[src/rtl/mask_filter.sv]
// Bitwise mask filter: combinational out/dropped paths plus clocked drop statistics.
// Define MASK_FILTER_POPCNT_EN to add the combinational popcnt output (adder tree).
module mask_filter #(
    parameter int WIDTH = 32,
    parameter int CNT_W = 16
) (
    input  logic                  clk,
    input  logic                  rst_n,
    input  logic [WIDTH-1:0]      in,
    input  logic [WIDTH-1:0]      mask,
    input  logic                  clr,
    output logic [WIDTH-1:0]      out,
    output logic                  out_zero,
    output logic [WIDTH-1:0]      dropped,
    output logic [WIDTH-1:0]      dropped_sticky,
    output logic [CNT_W-1:0]      drop_count
`ifdef MASK_FILTER_POPCNT_EN
    ,
    output logic [$clog2(WIDTH):0] popcnt
`endif
);

    logic [WIDTH-1:0] sticky_q, sticky_d;
    logic [CNT_W-1:0] count_q, count_d;

    assign out      = in & mask;
    assign dropped  = in & ~mask;
    assign out_zero = ~|out;

    // Clear wins over accumulation; the counter holds at all-ones instead of wrapping.
    always_comb begin
        sticky_d = sticky_q;
        count_d  = count_q;
        if (clr) begin
            sticky_d = '0;
            count_d  = '0;
        end else begin
            sticky_d = sticky_q | dropped;
            if ((|dropped) && (count_q != {CNT_W{1'b1}})) begin
                count_d = count_q + 1'b1;
            end
        end
    end

    always_ff @(posedge clk or negedge rst_n) begin
        if (!rst_n) begin
            sticky_q <= '0;
            count_q  <= '0;
        end else begin
            sticky_q <= sticky_d;
            count_q  <= count_d;
        end
    end

    assign dropped_sticky = sticky_q;
    assign drop_count     = count_q;

`ifdef MASK_FILTER_POPCNT_EN
    localparam int PW = $clog2(WIDTH) + 1;
    localparam int NL = 1 << $clog2(WIDTH);

    // Heap-ordered binary tree: leaves at NL..2*NL-1, root at index 1.
    logic [PW-1:0] node [1:2*NL-1];

    for (genvar li = 0; li < NL; li++) begin : g_leaf
        if (li < WIDTH) begin : g_bit
            assign node[NL+li] = {{(PW-1){1'b0}}, out[li]};
        end else begin : g_pad
            assign node[NL+li] = '0;
        end
    end

    for (genvar ni = 1; ni < NL; ni++) begin : g_sum
        assign node[ni] = node[2*ni] + node[2*ni+1];
    end

    assign popcnt = node[1];
`endif

endmodule

[config.mk]
export PLATFORM = sky130hd
export DESIGN_NAME = mask_filter
export DESIGN_NICKNAME = d
export VERILOG_FILES = /design/src/rtl/mask_filter.sv
export SDC_FILE = /design/constraint.sdc
export NUM_CORES = 1
export LEC_CHECK = 0
export CORE_ASPECT_RATIO = 1.25
export CORE_UTILIZATION = 30
export DETAILED_ROUTE_END_ITERATION = 7
export PLACE_DENSITY = 0.71
export SETUP_SLACK_MARGIN = 0.5
export SYNTH_ARGS = -nofsm -noshare
export SYNTH_HDL_FRONTEND = slang
export SYNTH_SLANG_ARGS = --single-unit
[constraint.sdc]
create_clock -name clk -period 6.2 [get_ports clk]
set_input_delay 1.86 -clock clk [delete_from_list [all_inputs] [get_ports clk]]
set_output_delay 1.86 -clock clk [all_outputs]
set_load 0.005 [all_outputs]
# --- After elaboration in Yosys (flattened, before gate mapping) ---
# Index checks and enable logic that the tools add are counted.
# Widths: inputs -> output; s select.
totals:
  output_inout_bits: 113
  latch_bits: 0
  elab_cells: 16
  rom_bits: 0
  in_bits: 67
  ramBits: 0
  regBits: 48
  memories: 0
op_classes:
  reduce_logical: 5
  n_bitwise: 4
  n_eq_ne: 1
  n_div: 0
  magnitude_cmp: 0
  n_mux: 3
  add_sub_neg: 1
  shift: 0
  multipliers: 0
op_table:
  columns: ["op", "n"]
  rows:
  - ["$and 32x32->32", 2]
  - ["$reduce_or 32->1", 2]
  - ["$mux 16", 2]
  - ["$mux 32", 1]
  - ["$not 32->32", 1]
  - ["$or 32x32->32", 1]
  - ["$add 16x1->16 const B", 1]
  - ["$ne 16x16->1 const B", 1]
  - ["$reduce_bool 2->1", 1]
  - ["$logic_and 1x1->1", 1]
  - ["$logic_not 1->1", 1]

# --- Depth between registers and ports, before layout ---
logic_depth:
  depth_word: 6
  ltp_mapped: 7
  depth_no_buf: 6

# --- Worst setup path before layout ---
# No wires, ideal clock.
synth_timing:
  path_kind: "input to output"
  from: "input port mask[26]"
  to: "output port out_zero"
  path_slack_ns: 1.108
  arrival_ns: 3.232
  required_ns: 4.340
  stages: 4
  n_path_buf: 0
  cell_sequence: "and2_1 > or4_1 > or4_1 > nor4_2"
synth_via:
  elab_chain_cells: 3
synth_rtl:
  columns: ["item", "line", "text"]
  rows:
  - ["start: declaration", "10", "input logic [WIDTH-1:0] mask,"]
  - ["$and 32x32->32", "26", "assign out = in & mask;"]
  - ["$reduce_or 32->1", "28", "assign out_zero = ~|out;"]
  - ["$logic_not 1->1", "28", null]
  - ["end: declaration", "13", "output logic out_zero,"]
# Every way passes these cells.

# --- Worst setup path after layout ---
layout_timing:
  from: "input port in[27]"
  to: "output port out_zero"
layout_via:
  elab_chain_cells: 3
layout_rtl:
  columns: ["item", "line", "text"]
  rows:
  - ["start: declaration", "9", "input logic [WIDTH-1:0] in,"]
  - ["$and 32x32->32", "26", null]
  - ["$reduce_or 32->1", "28", null]
  - ["$logic_not 1->1", "28", null]
# Every way passes these cells.

==> summary.md <==
| Metric | Value |
|---|---|
| Tot GR Track Use | `approximately a fifth` |
| Initial DRC Count | `113` |
| Worst path slowest cell | `or4_1` |
| Dominant cell type by area after synthesis | `dfrtp_1` |
| Synth Instances | `roughly 280` |
| Die area | `8800 um^2` |
| Worst hold-check path type | `flop to flop` |
| Global-route wire length before repair | `13700 um` |
| Crit Path Class | `input port to output pin` |
| Final Critical Period | `5.65 ns` |
| Worst endpoint required time | `between 4 and 5 ns` |
| # IOs | `180` |
| Commonest non-fill, non-tap cells in the layout | `clkdlybuf4s50_1, nor2_1, dfrtp_1` |
| Ant. Diodes | `0` |
| Failing checks | `design-rule violations` |
| RSZ-0062 raised after global routing | `no` |
| Rel. slew slack | `28.3%` |
| Vias in the first global route | `2665` |
| Largest net degree at the start of global routing | `55` |
| H-Tree Depth | `2` |
| R2r endpoint | `drop_count[2]` |
| Average cell area after synthesis | `8.93 um^2` |
| Crit path capture type | `output pin` |
| Clock skew | `0.00556 ns` |
| Kind of start point of the critical path | `input port` |
| Max Used Layer | `met4` |
| Routed WL | `8730 um` |
| Share of the synthesized area in the top cell type | `47.5%` |
| Pins Over Slew Limit | `0` |
| Yosys cell types | `34` |
| WP depth | `6` |
| Worst skew pair latency | `roughly 0.29 ns` |
| Gr ovfl total | `0` |
| Clk sinks | `48` |
| First drt pass iteration count | `6` |
| Top delay family on crit path | `simple AND/OR/NAND/NOR gates` |
| Met3 wire len | `584 um` |
| Clk root buf | `clkbuf_8` |
| Crit path cell chain | `clkdlybuf4s50_1 -> and2_4 -> or4_1 -> or4_4 -> nor4_4 -> buf_2` |
| Final setup viols | `0` |
| Routability cong. | `0.829` |
| Syn Nets | `351` |
| Vias per cell | `approximately 4.9` |
| Num CTS Buffers | `5` |
| Hold WS | `0.498 ns` |
| Max_cap viols | `0` |
| Area grow syn2layout | `80.0%` |
| Status | `finished, violations left` |
| Per-cell routed wire length | `15.6 um` |
| Crit path buffers/inverters | `2` |
| Vias | `2718` |
| Initial core utilization | `a little under a third` |
| DRT antenna net count | `0` |
| Pleak | `1.97 nW` |
| Initial antenna violation count | `0` |
| Row count | `37` |
| DRT met1 WL | `3330 um` |
| Max incr delay on CP | `0.52 ns` |
| Setup tns final | `0 ns` |
| Sequential-to-total area share from yosys stat | `47.5%` |
| Crit-path max FO | `2` |
| Core Area | `8190 um^2` |
| Crit Reg-Reg Startpoint | `drop_count[0]` |
| Mapped Area | `2530 um^2` |
| Share of cells above drive strength 1 | `7.34%` |
| Fin crit share | `91.2%` |
| Synth Warn # | `0` |
| F_max | `177 MHz` |
| R2r setup slk | `4.00 ns` |
| Cell depth of the worst flop-to-flop path | `6` |
| Worst Setup SP | `in[27]` |
| Worst Setup EP | `out_zero` |
| Die height | `105 um` |
| Clk buf depth | `2` |
| DIE WIDTH | `84.1 um` |
| Metal2 WL | `4660 um` |
| Top cells by area, synth | `dfrtp_1, nor2_1, nor2b_1` |
| Final Hold Viols | `0` |
| CTS tree | `done` |
| Final net count | `531` |
| Critical Path AT | `3.79 ns` |
| Reg clk slew, reported paths | `0.08 ns` |
| Port Buffers | `between 150 and 200` |
| Drc violations | `36` |
| Dpl hpwl | `7030 um` |
| Peak VDD IR | `119 uV` |
| PwrDens | `155 nW/um^2` |
| Yosys reg bits | `48` |
| Worst Tran Pin Value | `1.07 ns` |
| Most common cell after layout, fill and taps aside | `clkdlybuf4s50_1` |
==> cell type report <==
cell class,count,area [um^2]
fillers,749,3650
repair buffers,180,1810
multi-input cells,226,1330
flip-flops and latches,48,1200
well taps,97,121
clock buffers,6,72.6
inverters,2,7.51
clock inverters,1,5.00
==> flip-flops by register name (all words and copies together), names as in the netlist <==
register,flops
drop_count,16
dropped_sticky,32
==> cell usage after synthesis <==
library cell / count
or4_1: 11
nor3_2: 2
o21ai_2: 1
mux2_4: 3
o211a_1: 1
dfrtp_1: 48
buf_6: 1
nand3_1: 10
and3_2: 1
xnor2_1: 1
a21oi_1: 6
nor2_1: 74
buf_4: 1
nor3_1: 1
or2_2: 4
clkbuf_1: 2
o21ba_1: 1
o21ai_1: 6
ha_1: 1
o31ai_1: 1
nand2_1: 5
o31a_1: 1
buf_1: 3
nand4_1: 4
xor2_1: 1
or3_1: 5
nor4_1: 9
and3_1: 2
nor4_2: 1
mux2i_1: 1
and2_1: 33
mux2_1: 2
inv_1: 2
nor2b_1: 38
==> worst reg2reg max path, delay by kind of cell, from the launching register on <==
kind                       cells  cell delay [ns]
DFF                            1             0.43
and+or+nand+nor                3             0.75
AOI/OAI and AO/OA              1             0.33
muxes                          1             0.32
adders and majority gates      1             0.26
==> where the power goes <==
part	internal (W)	switching, W	total [W]
combinational	0.000123	0.0000745	0.000197
clock	0.0000769	0.0000958	0.000173
sequential	0.000328	0.00000899	0.000337
==> repair_timing <==
item                       4_1_cts  5_1_grt
hold buffers                     0        0
gates resized for setup          7       22
pin swaps                        2        5
cloned                           0        0
setup endpoints to repair        1        1
hold endpoints to repair         0        0
setup buffers                    0        1
==> worst min-delay path by stage <==
stage,from,to,slack [ns],depth (start not counted)
2_1_floorplan,dropped_sticky[0],dropped_sticky[0],0.49,2
3_3_place_gp,dropped_sticky[18],dropped_sticky[18],0.48,2
3_5_place_dp,dropped_sticky[10],dropped_sticky[10],0.48,2
4_1_cts,dropped_sticky[10],dropped_sticky[10],0.50,2
5_1_grt,dropped_sticky[21],dropped_sticky[21],0.53,2
6_report,dropped_sticky[10],dropped_sticky[10],0.50,2
==> metrics by stage <==
stage / utilization, % / instances / power, W / cell area (um^2) / setup slack, ns
finish: 55.5 / 560 / 0.000707 / 4550 / 0.547
global route: 55.5 / 560 / 0.000749 / 4550 / 0.482
CTS: 54.6 / 559 / 0.000718 / 4480 / 0.501
detailed placement: 53.6 / 552 / 0.000538 / 4390 / 0.0580
global placement: 53.6 / 552 / 0.000535 / 4390 / 0.0836
floorplan: - / 283 / 0.000397 / 2530 / 1.11
==> cells by family after synthesis <==
kind of cell | after synthesis | synth area share, %
and+or+nand+nor | 200 | 42.3
adders and majority gates | 1 | 0.495
AOI/OAI and AO/OA | 17 | 4.16
DFF | 48 | 47.5
buffers and inverters | 9 | 1.78
xor gates and xnor gates | 2 | 0.693
muxes | 6 | 3.07
==> layer usage <==
| metal | up-vias | GRT usage, % |
|---|---|---|
| met5 | - | 0 |
| met3 | 10 | 3.79 |
| met2 | 104 | 37.4 |
| met4 | 0 | 4.43 |
| li1 | 1312 | - |
| met1 | 1292 | 22.1 |
(Power assumes the default switching activity.)
